## src/rtl/tour_replay_seq.sv

```systemverilog
// Replays a solved knight's tour as two motion legs per move (long axis first, then short axis).
// Tracks the knight position and flags illegal starts, bad moves and off-board destinations.
module tour_replay_seq #(
   parameter int NUM_MOVES = 24
) (
   input  logic       clk,
   input  logic       rst,
   input  logic       start,
   input  logic       abort,
   input  logic [2:0] x_start,
   input  logic [2:0] y_start,
   output logic       tour_go,
   input  logic       tour_done,
   output logic [4:0] indx,
   input  logic [7:0] move,
   output logic       cmd_vld,
   input  logic       cmd_rdy,
   output logic [1:0] cmd_hdg,
   output logic [1:0] cmd_sqrs,
   output logic       cmd_fanfare,
   input  logic       leg_cmplt,
   output logic [2:0] cur_x,
   output logic [2:0] cur_y,
   output logic       busy,
   output logic       tour_cmplt,
   output logic       err
);

   typedef enum logic [2:0] {
      S_IDLE, S_SOLVE, S_FETCH, S_DECODE, S_LEG1, S_WAIT1, S_LEG2, S_WAIT2
   } state_t;

   localparam logic [4:0] LAST = 5'(NUM_MOVES - 1);

   state_t     r_state;
   logic [4:0] r_cnt;
   logic [2:0] r_cur_x, r_cur_y;
   logic       r_tour_go, r_tour_cmplt, r_err;
   logic       r_cmd_vld, r_cmd_fanfare;
   logic [1:0] r_cmd_hdg, r_cmd_sqrs, r_hdg2;

   logic signed [2:0] w_dx, w_dy;
   logic signed [3:0] w_nx, w_ny;
   logic              w_onehot, w_ok, w_xmaj;
   logic [1:0]        w_hdg_x, w_hdg_y, w_hdg1, w_hdg2;
   logic [2:0]        w_step_x, w_step_y;

   // Move table: each one-hot bit selects one of the eight knight offsets.
   always_comb begin
      w_dx     = 3'sd0;
      w_dy     = 3'sd0;
      w_onehot = 1'b1;
      case (move)
         8'h01:   begin w_dx = -3'sd1; w_dy =  3'sd2; end
         8'h02:   begin w_dx =  3'sd1; w_dy =  3'sd2; end
         8'h04:   begin w_dx = -3'sd2; w_dy =  3'sd1; end
         8'h08:   begin w_dx = -3'sd2; w_dy = -3'sd1; end
         8'h10:   begin w_dx = -3'sd1; w_dy = -3'sd2; end
         8'h20:   begin w_dx =  3'sd1; w_dy = -3'sd2; end
         8'h40:   begin w_dx =  3'sd2; w_dy = -3'sd1; end
         8'h80:   begin w_dx =  3'sd2; w_dy =  3'sd1; end
         default: w_onehot = 1'b0;
      endcase
   end

   assign w_nx    = $signed({1'b0, r_cur_x}) + {w_dx[2], w_dx};
   assign w_ny    = $signed({1'b0, r_cur_y}) + {w_dy[2], w_dy};
   assign w_ok    = w_onehot && !w_nx[3] && (w_nx <= 4'sd4) && !w_ny[3] && (w_ny <= 4'sd4);
   assign w_xmaj  = (w_dx == 3'sd2) || (w_dx == -3'sd2);
   assign w_hdg_x = w_dx[2] ? 2'b11 : 2'b01;
   assign w_hdg_y = w_dy[2] ? 2'b10 : 2'b00;
   assign w_hdg1  = w_xmaj ? w_hdg_x : w_hdg_y;
   assign w_hdg2  = w_xmaj ? w_hdg_y : w_hdg_x;

   // The accepted leg is still held in cmd_hdg/cmd_sqrs, so the position update uses it directly.
   always_comb begin
      w_step_x = r_cur_x;
      w_step_y = r_cur_y;
      case (r_cmd_hdg)
         2'b00: w_step_y = r_cur_y + {1'b0, r_cmd_sqrs};
         2'b01: w_step_x = r_cur_x + {1'b0, r_cmd_sqrs};
         2'b10: w_step_y = r_cur_y - {1'b0, r_cmd_sqrs};
         2'b11: w_step_x = r_cur_x - {1'b0, r_cmd_sqrs};
         default: ;
      endcase
   end

   always_ff @(posedge clk) begin
      if (rst) begin
         r_state       <= S_IDLE;
         r_cnt         <= 5'd0;
         r_cur_x       <= 3'd0;
         r_cur_y       <= 3'd0;
         r_tour_go     <= 1'b0;
         r_tour_cmplt  <= 1'b0;
         r_err         <= 1'b0;
         r_cmd_vld     <= 1'b0;
         r_cmd_fanfare <= 1'b0;
         r_cmd_hdg     <= 2'b00;
         r_cmd_sqrs    <= 2'b00;
         r_hdg2        <= 2'b00;
      end else begin
         r_tour_go    <= 1'b0;
         r_tour_cmplt <= 1'b0;
         if (abort && r_state != S_IDLE) begin
            r_state       <= S_IDLE;
            r_cmd_vld     <= 1'b0;
            r_cmd_fanfare <= 1'b0;
         end else begin
            case (r_state)
               S_IDLE: begin
                  if (start) begin
                     if (x_start <= 3'd4 && y_start <= 3'd4) begin
                        r_cur_x   <= x_start;
                        r_cur_y   <= y_start;
                        r_err     <= 1'b0;
                        r_tour_go <= 1'b1;
                        r_state   <= S_SOLVE;
                     end else begin
                        r_err <= 1'b1;
                     end
                  end
               end
               S_SOLVE: begin
                  if (tour_done) begin
                     r_cnt   <= 5'd0;
                     r_state <= S_FETCH;
                  end
               end
               S_FETCH:  r_state <= S_DECODE;
               S_DECODE: begin
                  if (w_ok) begin
                     r_cmd_hdg     <= w_hdg1;
                     r_cmd_sqrs    <= 2'd2;
                     r_hdg2        <= w_hdg2;
                     r_cmd_vld     <= 1'b1;
                     r_cmd_fanfare <= 1'b0;
                     r_state       <= S_LEG1;
                  end else begin
                     r_err   <= 1'b1;
                     r_state <= S_IDLE;
                  end
               end
               S_LEG1: begin
                  if (cmd_rdy) begin
                     r_cmd_vld <= 1'b0;
                     r_state   <= S_WAIT1;
                  end
               end
               S_WAIT1: begin
                  if (leg_cmplt) begin
                     r_cur_x       <= w_step_x;
                     r_cur_y       <= w_step_y;
                     r_cmd_hdg     <= r_hdg2;
                     r_cmd_sqrs    <= 2'd1;
                     r_cmd_vld     <= 1'b1;
                     r_cmd_fanfare <= (r_cnt == LAST);
                     r_state       <= S_LEG2;
                  end
               end
               S_LEG2: begin
                  if (cmd_rdy) begin
                     r_cmd_vld     <= 1'b0;
                     r_cmd_fanfare <= 1'b0;
                     r_state       <= S_WAIT2;
                  end
               end
               S_WAIT2: begin
                  if (leg_cmplt) begin
                     r_cur_x <= w_step_x;
                     r_cur_y <= w_step_y;
                     if (r_cnt == LAST) begin
                        r_tour_cmplt <= 1'b1;
                        r_state      <= S_IDLE;
                     end else begin
                        r_cnt   <= r_cnt + 5'd1;
                        r_state <= S_FETCH;
                     end
                  end
               end
               default: r_state <= S_IDLE;
            endcase
         end
      end
   end

   assign tour_go     = r_tour_go;
   assign indx        = r_cnt;
   assign cmd_vld     = r_cmd_vld;
   assign cmd_hdg     = r_cmd_hdg;
   assign cmd_sqrs    = r_cmd_sqrs;
   assign cmd_fanfare = r_cmd_fanfare;
   assign cur_x       = r_cur_x;
   assign cur_y       = r_cur_y;
   assign busy        = (r_state != S_IDLE);
   assign tour_cmplt  = r_tour_cmplt;
   assign err         = r_err;

endmodule

```

## config.mk

```make
export PLATFORM = sky130hd
export DESIGN_NAME = tour_replay_seq
export DESIGN_NICKNAME = d
export VERILOG_FILES = /design/src/rtl/tour_replay_seq.sv
export SDC_FILE = /design/constraint.sdc
export NUM_CORES = 1
export LEC_CHECK = 0
export CORE_MARGIN = 10
export CORE_UTILIZATION = 35
export DETAILED_ROUTE_END_ITERATION = 10
export GPL_ROUTABILITY_DRIVEN = 1
export GPL_TIMING_DRIVEN = 0
export SYNTH_ARGS = -nofsm -noshare
export SYNTH_HDL_FRONTEND = slang
export SYNTH_SLANG_ARGS = --single-unit
```

## constraint.sdc

```tcl
create_clock -name clk -period 7.3 [get_ports clk]
set_input_delay 2.19 -clock clk [delete_from_list [all_inputs] [get_ports clk]]
set_output_delay 2.19 -clock clk [all_outputs]
set_load 0.005 [all_outputs]
```

==> metrics, run 1 <==
outcome finished, final reports clean; relative slew slack a little over 60%; design area 2574 um2; Congestion Overflow GR 0; setup TNS 0 ns; Placer Congestion approximately 0.84; CTS max path bufs 2; adder-cell share of the synthesized area 9.939%; Synth Area in Compound Gates 19.94%; final hold vios 0; number of synthesized flops with an enable pin 0; Commonest cells post-synth 32 x nor2_1, 25 x dfxtp_1, 23 x nand2_1; worst hold start r_hdg2[0]; cells resized by post-CTS repair 0; Setup CP Type input pin to register; CTS hold repair buffers 0; Clock Skews 0.009157 ns; Synth Cell Area between 2000 and 2500 um2; RR Startpoint cur_y[0]; CP startpoint move[6]; Worst EP required around 7.5 ns; # port buffers 37; Crit path arrival time 6.21 ns; Synth top area share 24.24%; Gate Count Post-Synth 260; All-Layer GR Usage a little under an eighth; setup violators final 0; DRC violations left 0; crit path time final between 5 and 6 ns; H-tree Lvls 1; Yosys reg bits 25; top cells by area, synth dfxtp_1 24%, ha_1 6.1%, nor2_1 5.8%, a21oi_1 5.1%, xor2_1 5.1%; Crit Path Max Fanout 10; Worst Tran Pin Value 0.5803 ns; Max Cap Viol 0; Die Height 96.80 um; Ant. Diodes 0; ANT nets after route 0; postcts setup bufs 0; cell taking the most area after synthesis dfxtp_1; P_leak approximately 0.97 nW; Final Net Count 337; worst hold path class register to register; worst skew pair latency 0.28 ns; initial antenna violation count 0; count leader, synth nor2_1; layout cells sized above 1 8.638%; Area Growth Syn to Fin 24.67%; CTS buffer count 3; die area approximately 9400 um2; hpwl dp 4338 um; number of global-route vias before repair 1877; I/O pins 42; Worst IR Drop VDD 0.06774 mV; TritonCTS Sinks 25; largest family of logic cells by synthesized area simple AND/OR/NAND/NOR gates; mux contribution to synthesized area under 10%; Worst setup EP type register; initial DRC count 83; Syn Area/Cell 7.940 um2; dominant synthesized flop cell dfxtp_1; Yosys cell types 48; vias per cell between 5 and 6; Core ar. approximately 5600 um2; largest net degree at the start of global routing 16; Seq/Total Area, Yosys 24.24%; via count 1971; DR WL/cell 14.41 um; first-pass GRT wire length roughly 9300 um; drt pass-1 iters 4; Core Rows 27; final period utilization 82.19%; Initial Utilization 36.81%; Synth Area in XOR/XNOR 9.273%; Clock transition at path regs about 0.090 ns; synth warn 0; Synth Area in Simple Gates 24.18%; fmax around 170 MHz; clock root cell clkbuf_8; Placed Area 2525 um2; Die Span X 96.80 um; fin util 45.89%; Async S/R FF share, synth 0%; Syn Nets approximately 300; Power Density 128.1 nW/um2; CTS tree built; startpoint types input pin; RSZ-0062 raised after global routing no; routed wire length roughly 5400 um; max-slew violations 0
==> per-layer routing <==
layer  global-route usage, %  part of all wire (%)  vias to the layer above
met5                       0                     0                        -
met4                   3.608                   1.7                        0
met3                   3.052                   6.0                        8
met2                   18.20                    47                       63
met1                   14.46                    45                      903
li1                        -                     -                      997
==> state kept, by name (all words and copies together) (netlist names) <==
name,cells
r_state,3
r_hdg2,2
err,1
cur_x,3
cmd_fanfare,1
cmd_sqrs,2
tour_go,1
indx,5
cur_y,3
tour_cmplt,1
cmd_hdg,2
cmd_vld,1
==> path summary, 6_finish.rpt <==
path | depth (start not counted) | end | slack (ns)
worst min register to register | 2 | r_hdg2[0] | 0.46
worst min-delay path | 2 | r_hdg2[0] | 0.46
worst max register to register | 9 | cmd_hdg[1] | 4.44
worst max-delay path | 16 | cmd_hdg[1] | 1.30
==> where the power goes <==
part           total [W]  leakage, nW  switching (W)  internal, W
combinational  0.0000928        0.745      0.0000465    0.0000463
clock          0.0000869       0.0217      0.0000481    0.0000388
sequential      0.000150        0.203     0.00000793     0.000142
total           0.000330        0.969       0.000103     0.000227
==> through the flow <==
step | setup slack, ns | hold slack, ns | power [W] | instances
CTS | 1.270 | 0.4665 | 0.0003346 | 373
global route | 1.038 | 0.5016 | 0.0003504 | 373
floorplan | 1.983 | 0.4321 | 0.0002097 | 260
detailed placement | 0.9816 | 0.4533 | 0.0002463 | 369
finish | 1.300 | 0.4605 | 0.0003298 | 373
global placement | 1.059 | 0.4426 | 0.0002457 | 369
==> critical path: stages <==
cell and delay, ns:
clkdlybuf4s50_1 0.54, buf_6 0.16, xor2_1 0.13, o21ai_0 0.09, nor2_1 0.11, a21oi_1 0.05
nor4_1 0.45, ha_1 0.29, fa_1 0.40, or2_2 0.29, a211oi_1 0.30, o2111a_1 0.24
a31o_2 0.15, nand4b_4 0.17, or4_1 0.54, o21ai_1 0.08
==> layout by cell type, fill, tap and decap left out, drive strengths merged, types with 3 or more instances in the layout <==
cell	synthesis	final
o21ai	16	16
a31o	3	3
nand2	23	23
clkdlybuf4s50	0	37
ha	10	10
xnor2	8	8
a211oi	4	4
clkbuf	9	12
a311oi	3	3
nand3	9	9
dfxtp	25	25
fa	4	4
nor2	32	32
nand2b	3	3
a21oi	21	21
mux2i	7	7
nand4	3	3
nor4	5	5
inv	15	15
nand4b	3	3
a31oi	3	3
xor2	13	13
nor3	6	6
buf	7	7
a21o	4	4
or2	6	6
nor4b	3	3
==> area by class of cell <==
| cell class | count | area (um2) |
|---|---|---|
| fillers | 587 | 3034 |
| multi-input cells | 204 | 1378 |
| flip-flops and latches | 25 | 500.5 |
| repair buffers | 37 | 370.4 |
| plain buffers | 16 | 130.1 |
| well taps | 72 | 90.09 |
| inverters | 15 | 56.30 |
| clock buffers | 3 | 41.29 |
| clock inverters | 1 | 7.507 |
==> logic make-up after synthesis <==
family / after synthesis
AO/OA/AOI/OAI: 63
XOR/XNOR: 21
adder cells (fa/ha/maj): 14
buffers and inverters: 31
flip-flops: 25
multiplexers: 7
AND/OR/NAND/NOR: 99
No activity file was read; power rests on OpenSTA's default activity.
==> run 2: changes to the inputs <==
Clock period 7.3 ns to 5.5 ns, I/O delays scaled along.
==> run 2 against run 1 <==
  * Largest power group unchanged
  * Largest cell class unchanged
  * Clock power grew 33%
  * Worst setup slack worse by 1.1 ns
  * Clock skew fell by 0.0024 ns
==> metrics, run 2 (synthesis results as in run 1) <==
Crit path arrival time 5.50 ns (-0.71 ns); worst skew pair latency 0.28 ns (about the same); Clock Skews 0.006709 ns (-0.002449 ns); routed wire length 5389 um (+0.26%); layout cells sized above 1 8.970% (+0.33 points); number of global-route vias before repair 1877 (unchanged); Area Growth Syn to Fin 24.97%; Core ar. 5608 um2 (unchanged); final hold vios 0 (unchanged); I/O pins 42 (unchanged); Die Span X 96.80 um (unchanged); Die Height 96.80 um (unchanged); initial DRC count 74 (-11%); Clock transition at path regs 0.09 ns (about the same); setup violators final 0 (unchanged); Placed Instances 369 (unchanged); clock share of power 26.5% (+0.2 points); hpwl dp 4338 um (unchanged); die area 9370 um2 (unchanged); clock root cell clkbuf_8; P_leak 0.9697 nW (about the same); delay of the slowest critical-path stage 0.54 ns (about the same); setup TNS 0 ns (unchanged); Setup CP Type input pin to register; Worst EP required 5.71 ns (-1.80 ns); fmax 189.4 MHz; final period utilization 96.02%; All-Layer GR Usage 11.40% (unchanged); largest net degree at the start of global routing 16 (unchanged); Reg power frac 45.4% (about the same); CP top delay family simple AND/OR/NAND/NOR gates; Placer Congestion 0.8433 (unchanged); number of flip-flops in the largest register 5 (unchanged); CP max-delay cell clkdlybuf4s50_1; initial antenna violation count 0 (unchanged); TritonCTS Sinks 25 (unchanged); vias per cell 5.271 (-0.25%); crit path time final 5.281 ns; Comb pwr share 28.1% (about the same); CTS hold repair buffers 0 (unchanged); Worst setup EP type register; Max Cap Viol 0 (unchanged); CTS tree built; Power Density 170.2 nW/um2 (+33%); ANT nets after route 0 (unchanged); relative slew slack 65.38% (+4.4 points); final std cells w/o fill 373 (unchanged); CTS max path bufs 2 (unchanged); startpoint types input pin; DRC violations left 0 (unchanged); H-tree Lvls 1 (unchanged); design area 2580 um2 (+0.24%); P_int 0.0003017 W (+33%); Placed Area 2525 um2 (unchanged); CP Buf/Inv Count 2 (unchanged); Final Net Count 337 (unchanged); fill cell count 588 (+0.17%); Crit Path Max Fanout 10 (unchanged); CTS buffer count 3 (unchanged); worst hold path class register to register; Cell Chain, Critical Path clkdlybuf4s50_1, buf_6, xor2_1, o21ai_0, nor2_1, a21oi_1, nor4_2, ha_1, fa_1, or2_2, a211oi_1, o2111a_1, a31o_2, nand4b_4, or4_1, o21ai_1; postcts setup bufs 0 (unchanged); Sw Ratio 31.28% (+0.19 points); # port buffers 37 (unchanged); first-pass GRT wire length 9315 um (unchanged); most common cell after layout, fill and taps aside clkdlybuf4s50_1; Switch Pwr 0.0001373 W (+34%); via count 1966 (-0.25%); Initial Utilization 36.81% (unchanged); max-slew violations 0 (unchanged); Ant. Diodes 0 (unchanged); drt pass-1 iters 4 (unchanged); outcome finished, final reports clean; Congestion Overflow GR 0 (unchanged); Worst IR Drop VDD 0.08987 mV (+33%); most frequent cells in the layout 37 x clkdlybuf4s50_1, 32 x nor2_1, 25 x dfxtp_1, 23 x nand2_1, 21 x a21oi_1; DR WL/cell 14.45 um (+0.26%); Worst Tran Pin Value 0.5194 ns (-0.06092 ns); Core Rows 27 (unchanged)
[run 2: what timing repair did]
item	in CTS	in global routing
resized for setup	0	1
setup endpoints to repair	0	3
hold endpoints to repair	0	0
[run 2: layout make-up]
cell class              instances  area, um2  share of cell area (%)
clock inverters                 1      7.507                  0.2910
repair buffers                 37      370.4                   14.36
inverters                      15      56.30                   2.182
well taps                      72      90.09                   3.492
flip-flops and latches         25      500.5                   19.40
plain buffers                  16      130.1                   5.044
clock buffers                   3      41.29                   1.600
multi-input cells             204       1384                   53.64
[run 2: worst min-delay path, delay by kind of cell, from the launching register on]
kind / cells / cell delay, ns
compound gates: 1 / 0.05
simple gates: 1 / 0.05
flops: 1 / 0.32
[run 2: power by group through the flow]
| stage | sequential, W | clock [W] | combinational, W |
|---|---|---|---|
| after floorplan | 0.000201 | 0 | 0.0000772 |
| after global placement | 0.000204 | 0 | 0.000122 |
| after detailed placement | 0.000204 | 0 | 0.000123 |
| after CTS | 0.000200 | 0.000121 | 0.000124 |
| after global routing | 0.000201 | 0.000127 | 0.000137 |
| final | 0.000199 | 0.000116 | 0.000124 |
[run 2: worst paths after layout]
kind                            slack [ns]         end  cells past startpoint      start
worst max-delay path                  0.22  cmd_hdg[1]                     16    move[6]
worst min-delay path                  0.46   r_hdg2[0]                      2  r_hdg2[0]
worst max register to register        2.65  cmd_hdg[1]                      9   cur_y[0]
worst min register to register        0.46   r_hdg2[0]                      2  r_hdg2[0]
[run 2: layer usage]
metal	global-route usage (%)	up-vias	wire, um
li1	-	994	-
met1	14.46	896	2438
met2	18.20	70	2507
met3	3.052	6	357
met4	3.608	0	87
met5	0	-	0
[run 2: per-stage QoR]
stage	total power [W]	hold slack [ns]	util (%)	setup slack, ns
final	0.0004390	0.4619	46.01	0.2191
after global routing	0.0004655	0.5016	46.01	-0.01129
after global placement	0.0003261	0.4426	45.02	-0.2010
after floorplan	0.0002783	0.4321	-	0.7226
after detailed placement	0.0003270	0.4533	45.02	-0.2784
after CTS	0.0004440	0.4665	45.89	0.01024
==> run 3: changes to the inputs <==
Settings changed: PLACE_DENSITY from default to 0.68.
==> run 3 against run 2 <==
  * Non-clock buffer count is 2 higher
  * Clock-buffer cell count stayed put
  * Worst setup slack worse by 0.0069 ns
  * Fmax fell by 0.13%
  * Register-to-register slack improved by 0.04 ns
  * Routed wire length grew 1.4%
  * Global-route usage shrank 0.47 points
  * Clock power about the same
  * Utilization increased by 0.36 points
  * Via count up 0.81%
  * Critical path depth up 1
  * Cell area increased by 0.78%
  * Critical path type unchanged
  * Largest cell class unchanged
==> metrics, run 3 (synthesis results as in run 1) <==
outcome finished, final reports clean; Setup WS pre-CTS -0.3027 ns (-0.02433 ns); largest net degree at the start of global routing 15 (-1); Clock transition at path regs 0.09 ns (about the same); final worst slack 0.2122 ns (-0.006878 ns); clock root cell clkbuf_8; Ant. Diodes 0 (unchanged); vias per cell 5.285 (+0.28%); Die Height 96.80 um (unchanged); initial DRC count 51 (-31%); Crit path arrival time 5.50 ns (about the same); Final Net Count 339 (+0.59%); CTS hold repair buffers 0 (unchanged); number of flip-flops in the largest register 5 (unchanged); Clock Skews 0.002396 ns (-0.004312 ns); die area 9370 um2 (unchanged); Congestion Overflow GR 0 (unchanged); # port buffers 37 (unchanged); hpwl dp 4375 um (+0.86%); P_leak 0.9830 nW (+1.4%); Worst IR Drop VDD 0.08816 mV (-1.9%); drt pass-1 iters 4 (unchanged); layout cells sized above 1 10.23% (+1.3 points); DRC violations left 0 (unchanged); Die Span X 96.80 um (unchanged); number of global-route vias before repair 1823 (-2.9%); Core Rows 27 (unchanged); via count 1982 (+0.81%); Area Growth Syn to Fin 25.94%; CTS max path bufs 2 (unchanged); first-pass GRT wire length 8949 um (-3.9%); Placer Congestion 0.9197 (+9.1%); Worst setup EP type register; startpoint types input pin; H-tree Lvls 1 (unchanged); Worst EP required 5.72 ns (about the same); Cell Chain, Critical Path clkdlybuf4s50_1, buf_6, xor2_1, o21ai_0, nor2_1, a21oi_1, nor4_2, buf_4, ha_2, fa_1, or2_2, a211oi_2, o2111a_1, a31o_2, nand4b_4, or4_1, o21ai_1; All-Layer GR Usage 10.93% (-0.47 points); Core ar. 5608 um2 (unchanged); ANT nets after route 0 (unchanged); CP max-delay cell or4_1; Worst Tran Pin Value 0.4624 ns (-0.05696 ns); TritonCTS Sinks 25 (unchanged); setup violators final 0 (unchanged); setup TNS 0 ns (unchanged); Power Density 168.8 nW/um2 (-0.81%); worst hold path class register to register; CTS buffer count 3 (unchanged); delay of the slowest critical-path stage 0.55 ns (about the same); fmax 189.1 MHz (-0.13%); I/O pins 42 (unchanged); relative slew slack 68.85% (+3.5 points); most common cell after layout, fill and taps aside clkdlybuf4s50_1; routed wire length 5467 um (+1.4%); crit path time final 5.288 ns (+0.006878 ns); CTS tree built; final hold vios 0 (unchanged); max-slew violations 0 (unchanged); initial antenna violation count 0 (unchanged); Initial Utilization 36.81% (unchanged); Max Cap Viol 0 (unchanged); worst skew pair latency 0.27 ns (about the same); DR WL/cell 14.58 um (+0.91%); Crit Path Max Fanout 10 (unchanged); Setup CP Type input pin to register; final period utilization 96.14% (+0.13 points); most frequent cells in the layout 37 x clkdlybuf4s50_1, 32 x nor2_1, 25 x dfxtp_1, 23 x nand2_1, 21 x a21oi_1
[run 3: cell count changes in the layout (fill, tap and decap cells not counted)]
cell	previous run	this run
ha_2	0	1
a211oi_1	4	3
clkinvlp_4	1	0
buf_4	1	3
a211oi_2	0	1
ha_1	10	9
clkinv_2	0	1
[run 3: layout make-up]
type | instances | area (um2)
buffer | 16 | 130.1
clock buffer | 3 | 41.29
clock inverter | 1 | 5.005
fill | 587 | 3008
inverter | 15 | 56.30
multi-input combinational | 204 | 1391
sequential | 25 | 500.5
tap | 72 | 90.09
timing repair buffer | 39 | 385.4
[run 3: power breakdown]
group	total, W	internal, W	switching, W
clock network	0.000114	0.0000508	0.0000629
logic	0.000126	0.0000620	0.0000641
registers	0.000199	0.000189	0.0000103
total	0.000439	0.000302	0.000137
[run 3: worst max-delay path, delay by kind of cell]
family / cells / cell delay, ns
adders and majority gates: 2 / 0.57
AOI/OAI and AO/OA: 6 / 0.85
and+or+nand+nor: 5 / 1.42
buffers and inverters: 3 / 0.88
xor gates and xnor gates: 1 / 0.13
[run 3: routing by layer]
| metal | share of wire, % | GRT usage, % |
|---|---|---|
| met1 | 47 | 14.42 |
| met4 | 0.51 | 2.029 |
| met2 | 46 | 17.59 |
| met3 | 6.3 | 2.626 |
| met5 | 0 | 0 |
[run 3: worst paths after layout]
kind                  start    endpoint  slack [ns]  depth (start not counted)
hold / removal    r_hdg2[0]   r_hdg2[0]        0.46                          2
setup reg to reg   cur_y[0]  cmd_hdg[1]        2.69                          9
hold reg to reg   r_hdg2[0]   r_hdg2[0]        0.46                          2
setup / recovery    move[6]  cmd_hdg[1]        0.21                         17
[run 3: what timing repair did]
item,CTS,global route
setup endpoints to repair,0,4
endpoints found under the hold margin,0,0
setup buffers,0,2
resized for setup,0,3
[run 3: metrics by stage]
step	cells	cell area (um2)	hold WS [ns]	utilization [%]	power, W
after floorplan	260	2064	0.4321	-	0.0002783
after global placement	369	2525	0.4413	45.02	0.0003253
after detailed placement	369	2525	0.4464	45.02	0.0003279
after CTS	373	2571	0.4601	45.85	0.0004398
after global routing	375	2600	0.4944	46.36	0.0004586
final	375	2600	0.4590	46.36	0.0004389
